==> config.mk <==
export PLATFORM = sky130hd
export DESIGN_NAME = mmu_translate_flat
export DESIGN_NICKNAME = d
export VERILOG_FILES = /design/src/rtl/mmu_translate_if.sv /design/src/rtl/mmu_translate.sv /design/src/flat_wrapper.sv
export SDC_FILE = /design/constraint.sdc
export NUM_CORES = 1
export LEC_CHECK = 0
export CAP_MARGIN = 20
export CORE_AREA = 4 4 157 159
export CTS_CLUSTER_DIAMETER = 40
export CTS_CLUSTER_SIZE = 14
export DETAILED_ROUTE_END_ITERATION = 10
export DIE_AREA = 0 0 161 163
export HOLD_SLACK_MARGIN = 0.05
export MAX_ROUTING_LAYER = met4
export PLACE_DENSITY = 0.7
export RECOVER_POWER = 25
export REMOVE_ABC_BUFFERS = 1
export SYNTH_ARGS = -nofsm -noshare
export SYNTH_HDL_FRONTEND = slang
export SYNTH_SLANG_ARGS = --single-unit
==> constraint.sdc <==
create_clock -name i_clk -period 9.85 [get_ports i_clk]
set_input_delay 0.985 -clock i_clk [delete_from_list [all_inputs] [get_ports i_clk]]
set_output_delay 0.985 -clock i_clk [all_outputs]
set_load 0.005 [all_outputs]
==> src/rtl/mmu_translate_if.sv <==
// CPU-side bus of the MMU translate stage.
// master drives the CPU address/data/strobe, slave returns translation and readback.
interface mmu_translate_if;
   logic [15:0] i_cpu_addr;
   logic [7:0]  i_cpu_data;
   logic        i_cpu_we;
   logic [7:0]  o_cpu_data;
   logic [24:0] o_addr;
   logic        o_config_reg_sel;

   modport master (
      output i_cpu_addr,
      output i_cpu_data,
      output i_cpu_we,
      input  o_cpu_data,
      input  o_addr,
      input  o_config_reg_sel
   );

   modport slave (
      input  i_cpu_addr,
      input  i_cpu_data,
      input  i_cpu_we,
      output o_cpu_data,
      output o_addr,
      output o_config_reg_sel
   );
endinterface

==> src/rtl/mmu_translate.sv <==
// 16-entry 4 KiB page MMU mapping the 6502 bus into 25-bit physical space.
// Page table is programmed through a 4-byte config window.
module mmu_translate #(
   parameter logic [15:0] CFG_BASE     = 16'hEFE0,
   parameter logic        RESET_ENABLE = 1'b0
) (
   input logic           i_clk,
   input logic           i_rst_n,
   mmu_translate_if.slave bus
);

   logic        ctrl_en;
   logic        ctrl_ai;
   logic [3:0]  index;
   logic [7:0]  lo_stage;
   logic [12:0] pt [16];

   logic        cfg_hit;
   logic [1:0]  off;
   logic [3:0]  page;
   logic [7:0]  rd_val;
   logic [24:0] xlat;

   assign cfg_hit = (bus.i_cpu_addr[15:2] == CFG_BASE[15:2]);
   assign off     = bus.i_cpu_addr[1:0];
   assign page    = bus.i_cpu_addr[15:12];

   always_comb begin
      xlat = {9'b0, bus.i_cpu_addr};
      if (ctrl_en)
         xlat = {pt[page], bus.i_cpu_addr[11:0]};
   end

   // DATA_LO/HI read the committed entry, never the staging byte
   always_comb begin
      rd_val = 8'h00;
      unique case (off)
         2'd0: rd_val = {6'b0, ctrl_ai, ctrl_en};
         2'd1: rd_val = {4'b0, index};
         2'd2: rd_val = pt[index][7:0];
         2'd3: rd_val = {3'b0, pt[index][12:8]};
      endcase
   end

   always_ff @(posedge i_clk) begin
      if (!i_rst_n) begin
         ctrl_en              <= RESET_ENABLE;
         ctrl_ai              <= 1'b0;
         index                <= 4'd0;
         lo_stage             <= 8'h00;
         bus.o_addr           <= 25'd0;
         bus.o_config_reg_sel <= 1'b0;
         bus.o_cpu_data       <= 8'h00;
         for (int i = 0; i < 16; i++)
            pt[i] <= 13'(i);
      end else begin
         bus.o_addr           <= xlat;
         bus.o_config_reg_sel <= cfg_hit;
         bus.o_cpu_data       <= cfg_hit ? rd_val : 8'h00;
         if (bus.i_cpu_we && cfg_hit) begin
            unique case (off)
               2'd0: begin
                  ctrl_en <= bus.i_cpu_data[0];
                  ctrl_ai <= bus.i_cpu_data[1];
               end
               2'd1: index    <= bus.i_cpu_data[3:0];
               2'd2: lo_stage <= bus.i_cpu_data;
               2'd3: begin
                  pt[index] <= {bus.i_cpu_data[4:0], lo_stage};
                  if (ctrl_ai)
                     index <= index + 4'd1;
               end
            endcase
         end
      end
   end

endmodule

==> src/flat_wrapper.sv <==
// flat-port wrapper written by rule: the top's interface ports become plain ports
module mmu_translate_flat 
#(
   parameter logic [15:0] CFG_BASE     = 16'hEFE0,
   parameter logic        RESET_ENABLE = 1'b0
)
  (i_clk, i_rst_n, bus_i_cpu_addr, bus_i_cpu_data, bus_i_cpu_we, bus_o_cpu_data, bus_o_addr, bus_o_config_reg_sel);
  mmu_translate_if bus_i ();
  input logic i_clk;
  input logic i_rst_n;
  input wire logic [$bits(bus_i.i_cpu_addr)-1:0] bus_i_cpu_addr;
  input wire logic [$bits(bus_i.i_cpu_data)-1:0] bus_i_cpu_data;
  input wire logic [$bits(bus_i.i_cpu_we)-1:0] bus_i_cpu_we;
  output wire logic [$bits(bus_i.o_cpu_data)-1:0] bus_o_cpu_data;
  output wire logic [$bits(bus_i.o_addr)-1:0] bus_o_addr;
  output wire logic [$bits(bus_i.o_config_reg_sel)-1:0] bus_o_config_reg_sel;
  assign bus_i.i_cpu_addr = bus_i_cpu_addr;
  assign bus_i.i_cpu_data = bus_i_cpu_data;
  assign bus_i.i_cpu_we = bus_i_cpu_we;
  assign bus_o_cpu_data = bus_i.o_cpu_data;
  assign bus_o_addr = bus_i.o_addr;
  assign bus_o_config_reg_sel = bus_i.o_config_reg_sel;
  mmu_translate #(.CFG_BASE(CFG_BASE), .RESET_ENABLE(RESET_ENABLE)) u_core (.i_clk(i_clk), .i_rst_n(i_rst_n), .bus(bus_i));
endmodule
==> flow_summary.toml, run 1 <==
[run_status]
status = "finished with violations"
violations = "capacitance limit, slew limit"

[finish]
drive_gt1_share_pct = 21.05
finalNetCount = 993
fill_cells = 1773
area_growth_pct = 15.40
fin_util_pct = 62.88

[setup_path]
cp.required_ns = 10.21
slowest_delay_ns = 2.49
crit_fanout = 40
cp_data_arrival_time_ns = 6.04
crit_type = "primary input to register"
crit_buf_inv = 2
critPathLaunchType = "primary input"
critPathTopFamily = "buffers and inverters"
crit_slowest_cell = "clkbuf_1"
end_kind = "register"
cp_cell_sequence = "clkbuf_1 > clkbuf_1 > mux4_2 > mux4_2 > and3_1"

[synth]
ys_ff_latch = 260
syn_avg_cell_area_um2 = 13.84
synth-edff-count = 208
yosys.area.top_type = "edfxtp_1"
ys.flop_type = "edfxtp_1"
yosys_warnings = 0
async_flop_share_pct = 0
synth_area_leaders = "edfxtp_1 (49%), mux4_2 (20%), dfxtp_1 (8.2%)"
ys_seq_area_share_pct = 57.49
syn_inst = 916
netlist_area_um2 = 12680
ys_types = 53
yosysMostFrequentCell = "edfxtp_1"
yosysTopAreaCellShare_pct = 49.27
ys_top_cells_by_count = "edfxtp_1 (208), nor2_1 (186), mux4_2 (111), nand2_1 (53), dfxtp_1 (52)"

[drt]
drc = 0
drtAntennaViolNets = 0
met3WireLength_mm = 5.046
met1_length_mm = 13.71
wl_mm = 37.79
drt_iter0_markers = 1267
vias = 8700
first_pass_iters = 6
wl_met2_mm = 17.43
routedWlPerCell_um = 28.85
vias_per_cell = 6.641
top_layer = "met4"

[timing]
fin_setup_tns_ns = 0
fin_skew_ns = 0.01500
relSlewSlack_pct = -127.8
slew_violations = 98
setup_viol = 0
rsz0062_at_grt = "no"
layout_min_cycle_time_ns = 5.675
tightestPinTransition_ns = 3.418
fin_ws_ns = 4.175
max_freq_ghz = 0.1762
min_period_over_period_pct = 57.61
hold_viol = 0

[global_route]
grt_use_total_pct = 30.13
antenna_found_initial = 2
grt_overflow_total = 0
grt_max_degree = 57
grt_pass1_vias = 8597
grt_first_pass_wirelength_mm = 56.28

[placement]
routabilityCongestion = 0.9931
place_ws_ns = 4.480
portBuffers = 60
hpwl_mm = 25.16

[clock_network]
cts.repair.resized = 0
cts.clk_slew.worst_paths_ns = 0.06
clk_latency_ns = 0.51
numClockSinks = 260
post_cts_buffers = 0
clockBufferDepth = 3
ctsHoldBuffers = 0
cts_tree = "built"
root_buffer = "clkbuf_16"
cts_inserted_buffers = 35
ctsHtreeMaxLevel = 2

[power]
cellPowerDensity_nw_per_um2 = 177.4
finalPower_mw = 2.594
power.switching_uw = 579.1
p_int_mw = 2.015
p_comb_share_pct = 5.9
vdd.ir_drop.worst_mv = 0.1445
clock_power_share_pct = 46.5
seqPwrFrac_pct = 47.6
swShare_pct = 22.32
power_leakage_nw = 4.873

[min_path]
hp-class = "register to register"

[floorplanning]
num_io_pins = 61
core_um2 = 23260
dieArea_um2 = 26240
die_x_um = 161
die_y_um = 163
start_util_pct = 54.49
row_count = 56

[run]
maxCapViolations = 2
power groups by stage:
stage,clock [mW],sequential [mW],combinational (mW)
after CTS,1.21,1.24,0.151
after global routing,1.26,1.24,0.159
after detailed placement,0,1.26,0.150
after floorplan,0,1.25,0.0748
after global placement,0,1.26,0.147
final,1.21,1.24,0.152
cells by family after synthesis:
logic type	after synthesis	synth area share, %
and+or+nand+nor	358	13.55
muxes	147	22.58
adders and majority gates	4	0.3948
AOI/OAI and AO/OA	59	3.030
buffers and inverters	88	2.951
DFF	260	57.49
cell usage in the layout (no fill, tap or decap), drive strengths merged, types with 2 or more instances in the layout:
| cell | count |
|---|---|
| nor3b | 5 |
| clkinvlp | 2 |
| inv | 14 |
| nand2b | 12 |
| clkdlybuf4s50 | 23 |
| buf | 26 |
| dfxtp | 52 |
| nor2b | 20 |
| a21oi | 10 |
| mux2 | 2 |
| mux2i | 34 |
| mux4 | 111 |
| dlygate4sd3 | 34 |
| nor2 | 186 |
| a21boi | 2 |
| a22oi | 2 |
| edfxtp | 208 |
| nand3b | 6 |
| nand3 | 14 |
| nand4 | 8 |
| diode | 3 |
| ha | 4 |
| and3 | 17 |
| and2 | 15 |
| or2 | 3 |
| nor3 | 6 |
| a31oi | 2 |
| or3 | 6 |
| a2111oi | 2 |
| a311o | 4 |
| nand2 | 53 |
| clkinv | 12 |
| a211oi | 5 |
| o21ai | 22 |
| clkbuf | 48 |
| nand4b | 3 |
state kept, by name, summed over array words and instances, names as in the netlist, named ones only:
name	count
u_core.ctrl_ai	1
u_core.bus.o_addr	25
u_core.bus.o_config_reg_sel	1
u_core.lo_stage	8
u_core.pt	208
u_core.ctrl_en	1
u_core.bus.o_cpu_data	8
u_core.index	4
metal layers:
layer	up-vias	GRT usage (%)
met2	695	45.34
met4	0	10.24
li1	3574	-
met1	4309	40.01
met3	122	8.757
met5	-	-
worst reg2reg max path, delay by kind of cell (launching register included):
family / cells / cell delay (ns)
and+or+nand+nor: 1 / 0.18
buffers and inverters: 1 / 0.72
muxes: 3 / 1.64
DFF: 1 / 0.53
final timing paths:
path / start / endpoint / slack (ns) / cells past startpoint
worst max register to register: register / u_core.bus.o_cpu_data[4] / 6.61 / 5
worst min-delay path: u_core.lo_stage[4] / u_core.lo_stage[4] / 0.55 / 2
worst min register to register: u_core.lo_stage[4] / u_core.lo_stage[4] / 0.55 / 2
worst max-delay path: bus_i_cpu_addr[12] / u_core.bus.o_addr[22] / 4.18 / 5
per-stage QoR:
step / cells / hold WS [ns] / cell area (µm²)
after detailed placement: 1244 / 0.5404 / 13540
after CTS: 1307 / 0.5471 / 14660
final: 1310 / 0.5518 / 14630
after global routing: 1309 / 0.5761 / 14630
after global placement: 1240 / 0.5350 / 13500
after floorplan: 839 / 0.5021 / 12340
final cells by class:
class | instances | area [µm²] | share of cell area [%]
diodes | 3 | 7.507 | 0.05132
clock buffers | 45 | 965.9 | 6.603
clock inverters | 18 | 147.6 | 1.009
inverters | 11 | 41.29 | 0.2823
multi-input cells | 568 | 4991 | 34.12
flip-flops and latches | 260 | 7292 | 49.85
well taps | 319 | 399.1 | 2.729
repair buffers | 86 | 783.3 | 5.355
No activity file was read; power rests on OpenSTA's default activity.
==> inputs of run 2 (changes only) <==
- PLACE_DENSITY: 0.7 -> 0.73
- clock period: 9.85 -> 4.85 ns (I/O delays scaled with it)
==> run 2 against run 1 <==
  * The flow now finishes without violations
  * Highest routed layer unchanged
  * Largest power group unchanged
  * Largest cell class unchanged
  * Wire length down 2.3%
  * First-iteration DRC count up 15%
  * Non-clock buffer count grew 19
  * Design area increased by 0.42%
  * Register-to-register slack got worse by 4.7 ns
==> flow_summary.toml, run 2 (same netlist as run 1, synthesis figures left out) <==
[setup_path]
cp.required_ns = 5.12
crit_slowest_cell = "nor4_1"
cp_common_cell = "buf_4"
critPathLaunchType = "primary input"
cp_data_arrival_time_ns = 4.25
slowest_delay_ns = 1.12
cp-startpoint = "bus_i_cpu_addr[3]"
rrSetupSlack_ns = 1.95
crit_end = "u_core.pt[9][4]"
crit_type = "primary input to register"
end_kind = "register"
r2r_cells = 5
crit_fanout = 15
timing.rr.end = "u_core.bus.o_cpu_data[3]"
cp_cell_sequence = "clkdlybuf4s50_1 > or4b_1 > nor4_1 > and4_1 > buf_4 > nand3b_2 > o21ai_1 > buf_4"

[timing]
fin_ws_ns = 0.8714
max_freq_ghz = 0.2513
tightestPinTransition_ns = 1.353
relSlewSlack_pct = 8.956
hold_viol = 0
rsz0062_at_grt = "no"
holdWs_ns = 0.5276
slew_violations = 0
layout_min_cycle_time_ns = 3.979
setup_viol = 0
fin_setup_tns_ns = 0
fin_skew_ns = 0.01670
min_period_over_period_pct = 82.03

[placement]
routabilityCongestion = 0.9862
place_ws_ns = 1.008
dpl_cell_area_um2 = 13670
portBuffers = 60
hpwl_mm = 24.02

[finish]
drive_gt1_share_pct = 22.85
largest_register_ffs = 208
top_register = "u_core.pt"
area_growth_pct = 15.88
finalNetCount = 1008
final_common_cell = "edfxtp_1"
diodes = 0
final_cell_mix = "edfxtp_1 (208), nor2_1 (186), mux4_2 (111)"
fin_util_pct = 63.15
reg.largest.list = "u_core.pt x208, u_core.bus.o_addr x25"
final_cell_area_um2 = 14690

[clock_network]
cts_inserted_buffers = 31
clk_latency_ns = 0.56
cts.repair.resized = 0
ctsHtreeMaxLevel = 1
cts.clk_slew.worst_paths_ns = 0.06
cts_tree = "built"
clockBufferDepth = 3
numClockSinks = 260
root_buffer = "clkbuf_16"
post_cts_buffers = 0
ctsHoldBuffers = 0

[global_route]
antenna_found_initial = 0
grt_first_pass_wirelength_mm = 54.63
grt_use_total_pct = 29.05
grt_overflow_total = 0
grt_max_degree = 56
grt_pass1_vias = 8493

[min_path]
hp-start = "bus_i_cpu_addr[2]"
hp-class = "primary input to register"

[drt]
routedWlPerCell_um = 27.95
vias_per_cell = 6.519
drc = 0
met3WireLength_mm = 4.166
met1_length_mm = 13.43
wl_met2_mm = 17.92
wl_mm = 36.92
vias = 8611
drtAntennaViolNets = 0
drt_iter0_markers = 1456
top_layer = "met4"
first_pass_iters = 5

[run_status]
status = "finished, final reports clean"

[floorplanning]
num_io_pins = 61
row_count = 56
start_util_pct = 54.49
core_um2 = 23260
dieArea_um2 = 26240
die_y_um = 163
die_x_um = 161

[power]
cellPowerDensity_nw_per_um2 = 351.0
power_leakage_nw = 4.916
vdd.ir_drop.worst_mv = 0.2400

[run]
maxCapViolations = 0
run 2: worst max-delay path, delay by kind of cell:
family,cells,cell delay (ns)
buffers and inverters,3,0.96
AND/OR/NAND/NOR,4,2.17
AO/OA/AOI/OAI,1,0.61
run 2: metrics by stage:
step | power, mW | instances
global placement | 2.853 | 1263
finish | 5.156 | 1321
floorplan | 2.688 | 839
CTS | 5.156 | 1321
global route | 5.282 | 1321
detailed placement | 2.860 | 1263
run 2: worst min path at each step:
| stage | to | depth (start not counted) |
|---|---|---|
| finish | u_core.bus.o_addr[2] | 2 |
| global route | u_core.bus.o_addr[3] | 2 |
| CTS | u_core.bus.o_addr[10] | 2 |
| detailed placement | u_core.ctrl_ai | 2 |
| global placement | u_core.lo_stage[7] | 2 |
| floorplan | u_core.ctrl_ai | 2 |
run 2: routing by layer:
layer,vias to the layer above,global-route usage [%]
met5,-,-
met2,645,45.99
li1,3593,-
met1,4269,38.94
met3,104,4.834
met4,0,10.00
run 2: area by class of cell:
class                   count  area [µm²]
clock buffers              32       779.5
clock inverters            26       266.5
fillers                  1758        8573
inverters                  11       41.29
multi-input cells         568        4986
flip-flops and latches    260        7292
well taps                 319       399.1
repair buffers            105       924.6
run 2: report_power, final:
group          leakage [nW]  switching, mW  internal, mW
Sequential             2.45         0.0351          2.47
Combinational          1.98          0.162         0.150
Clock                 0.489          0.987          1.36
==> inputs of run 3 (changes only) <==
- clock period: 4.85 -> 3.4 ns (I/O delays scaled with it)
==> run 3 against run 2 <==
  * Power increased by 47%
  * Utilization grew 1.5 points
  * Critical path type unchanged
  * Flip-flop and latch count stayed put
  * Global-route usage grew 0.66 points
  * Highest routed layer unchanged
  * Non-clock buffer count up 29
  * Largest power group unchanged
  * Sequential share of layout area shrank 1.2 points
  * First-iteration DRC count fell by 16%
  * Setup slack got worse by 0.47 ns
  * Design area is 2.4% higher
  * Wire length increased by 1.5%
  * The run now ends with capacitance limit, slew limit left
==> flow_summary.toml, run 3 (same netlist as run 1, synthesis figures left out) <==
[run_status]
status = "finished with violations"
violations = "capacitance limit, slew limit"

[min_path]
hp-class = "primary input to register"

[finish]
top_register = "u_core.pt"
drive_gt1_share_pct = 24.35
ff_latch_area_um2 = 7292
diodes = 0
finalNetCount = 1042
fill_cells = 1742
area_growth_pct = 18.67
final_common_cell = "edfxtp_1"
multi_input_area_um2 = 4994
final_cell_mix = "edfxtp_1 (208), nor2_1 (186), mux4_2 (111)"
largest_register_ffs = 208
reg.largest.list = "u_core.pt x208, u_core.bus.o_addr x25"

[placement]
routabilityCongestion = 0.9251
hpwl_mm = 25.74
portBuffers = 60
place_ws_ns = 0.08952

[global_route]
grt_use_total_pct = 29.71
antenna_found_initial = 0
grt_pass1_vias = 8743
grt_max_degree = 54
grt_first_pass_wirelength_mm = 55.54
grt_overflow_total = 0

[drt]
drtAntennaViolNets = 0
wl_mm = 37.46
vias = 8789
vias_per_cell = 6.472
first_pass_iters = 7
drt_iter0_markers = 1218
routedWlPerCell_um = 27.58
drc = 0

[setup_path]
cp.required_ns = 3.78
rrSetupSlack_ns = 0.94
crit_slowest_cell = "nor3b_1"
end_kind = "register"
cp_data_arrival_time_ns = 3.38
cp-startpoint = "bus_i_cpu_addr[15]"
crit_type = "primary input to register"
crit_end = "u_core.pt[10][2]"
crit_fanout = 9
slowest_delay_ns = 0.81
critPathLaunchType = "primary input"
cp_cell_sequence = "dlygate4sd3_1 > or4b_1 > nor4_4 > nand4_4 > clkbuf_1 > nor3b_1 > and3_1"
r2r_cells = 6
timing.rr.end = "u_core.bus.o_cpu_data[3]"

[timing]
tightestPinTransition_ns = 1.828
fin_setup_tns_ns = 0
holdWs_ns = 0.4030
relSlewSlack_pct = -21.89
hold_viol = 0
max_freq_ghz = 0.3334
slew_violations = 70
setup_viol = 0
fin_ws_ns = 0.4007
fin_skew_ns = 0.01651
rsz0062_at_grt = "no"
layout_min_cycle_time_ns = 2.999
min_period_over_period_pct = 88.22

[power]
finalPower_mw = 7.580
power_leakage_nw = 5.122
vdd.ir_drop.worst_mv = 0.4052
cellPowerDensity_nw_per_um2 = 504.0

[floorplanning]
row_count = 56
num_io_pins = 61
die_y_um = 163
core_um2 = 23260
die_x_um = 161
start_util_pct = 54.49
dieArea_um2 = 26240

[clock_network]
cts_tree = "built"
root_buffer = "clkbuf_16"
clk_latency_ns = 0.52
ctsHtreeMaxLevel = 2
cts_inserted_buffers = 36
post_cts_buffers = 0
clockBufferDepth = 3
cts.repair.resized = 0
numClockSinks = 260
cts.clk_slew.worst_paths_ns = 0.06
ctsHoldBuffers = 0

[run]
maxCapViolations = 2
-- run 3: report_power, final --
part,internal [mW],switching [mW]
logic,0.222,0.234
clock network,2.06,1.49
registers,3.52,0.0517
total,5.80,1.78
-- run 3: area by class of cell --
type                    count  area share [%]
repair buffers            134           7.819
inverters                  11          0.2745
multi-input cells         568           33.20
well taps                 319           2.653
clock inverters            24           1.298
clock buffers              42           6.280
flip-flops and latches    260           48.48
-- run 3: worst min path at each step --
stage          slack (ns)                    end          startpoint  cells past startpoint
2_1_floorplan        0.46   u_core.bus.o_addr[0]   bus_i_cpu_addr[0]                      1
3_3_place_gp         0.53         u_core.ctrl_ai      u_core.ctrl_ai                      2
3_5_place_dp         0.55     u_core.lo_stage[5]  u_core.lo_stage[5]                      2
4_1_cts              0.34  u_core.bus.o_addr[23]             i_rst_n                      2
5_1_grt              0.41  u_core.bus.o_addr[11]  bus_i_cpu_addr[11]                      2
6_report             0.40   u_core.bus.o_addr[7]   bus_i_cpu_addr[7]                      2
-- run 3: metal layers --
metal	GRT usage, %	vias up	wire, µm
met3	5.391	121	4105
met1	38.70	4395	13490
met4	13.57	0	1995
li1	-	3670	-
met2	46.26	603	17870
met5	-	-	0
-- run 3: metrics by stage --
step / cells / utilization (%) / area [µm²]
after floorplan: 839 / - / 12340
after global placement: 1292 / 59.98 / 13950
after detailed placement: 1292 / 59.98 / 13950
after CTS: 1358 / 64.88 / 15090
after global routing: 1358 / 64.66 / 15040
final: 1358 / 64.66 / 15040
-- run 3: worst max-delay path: cells and delay by family --
kind	cells	cell delay, ns
buffers and inverters	2	0.85
AND/OR/NAND/NOR	5	2.19
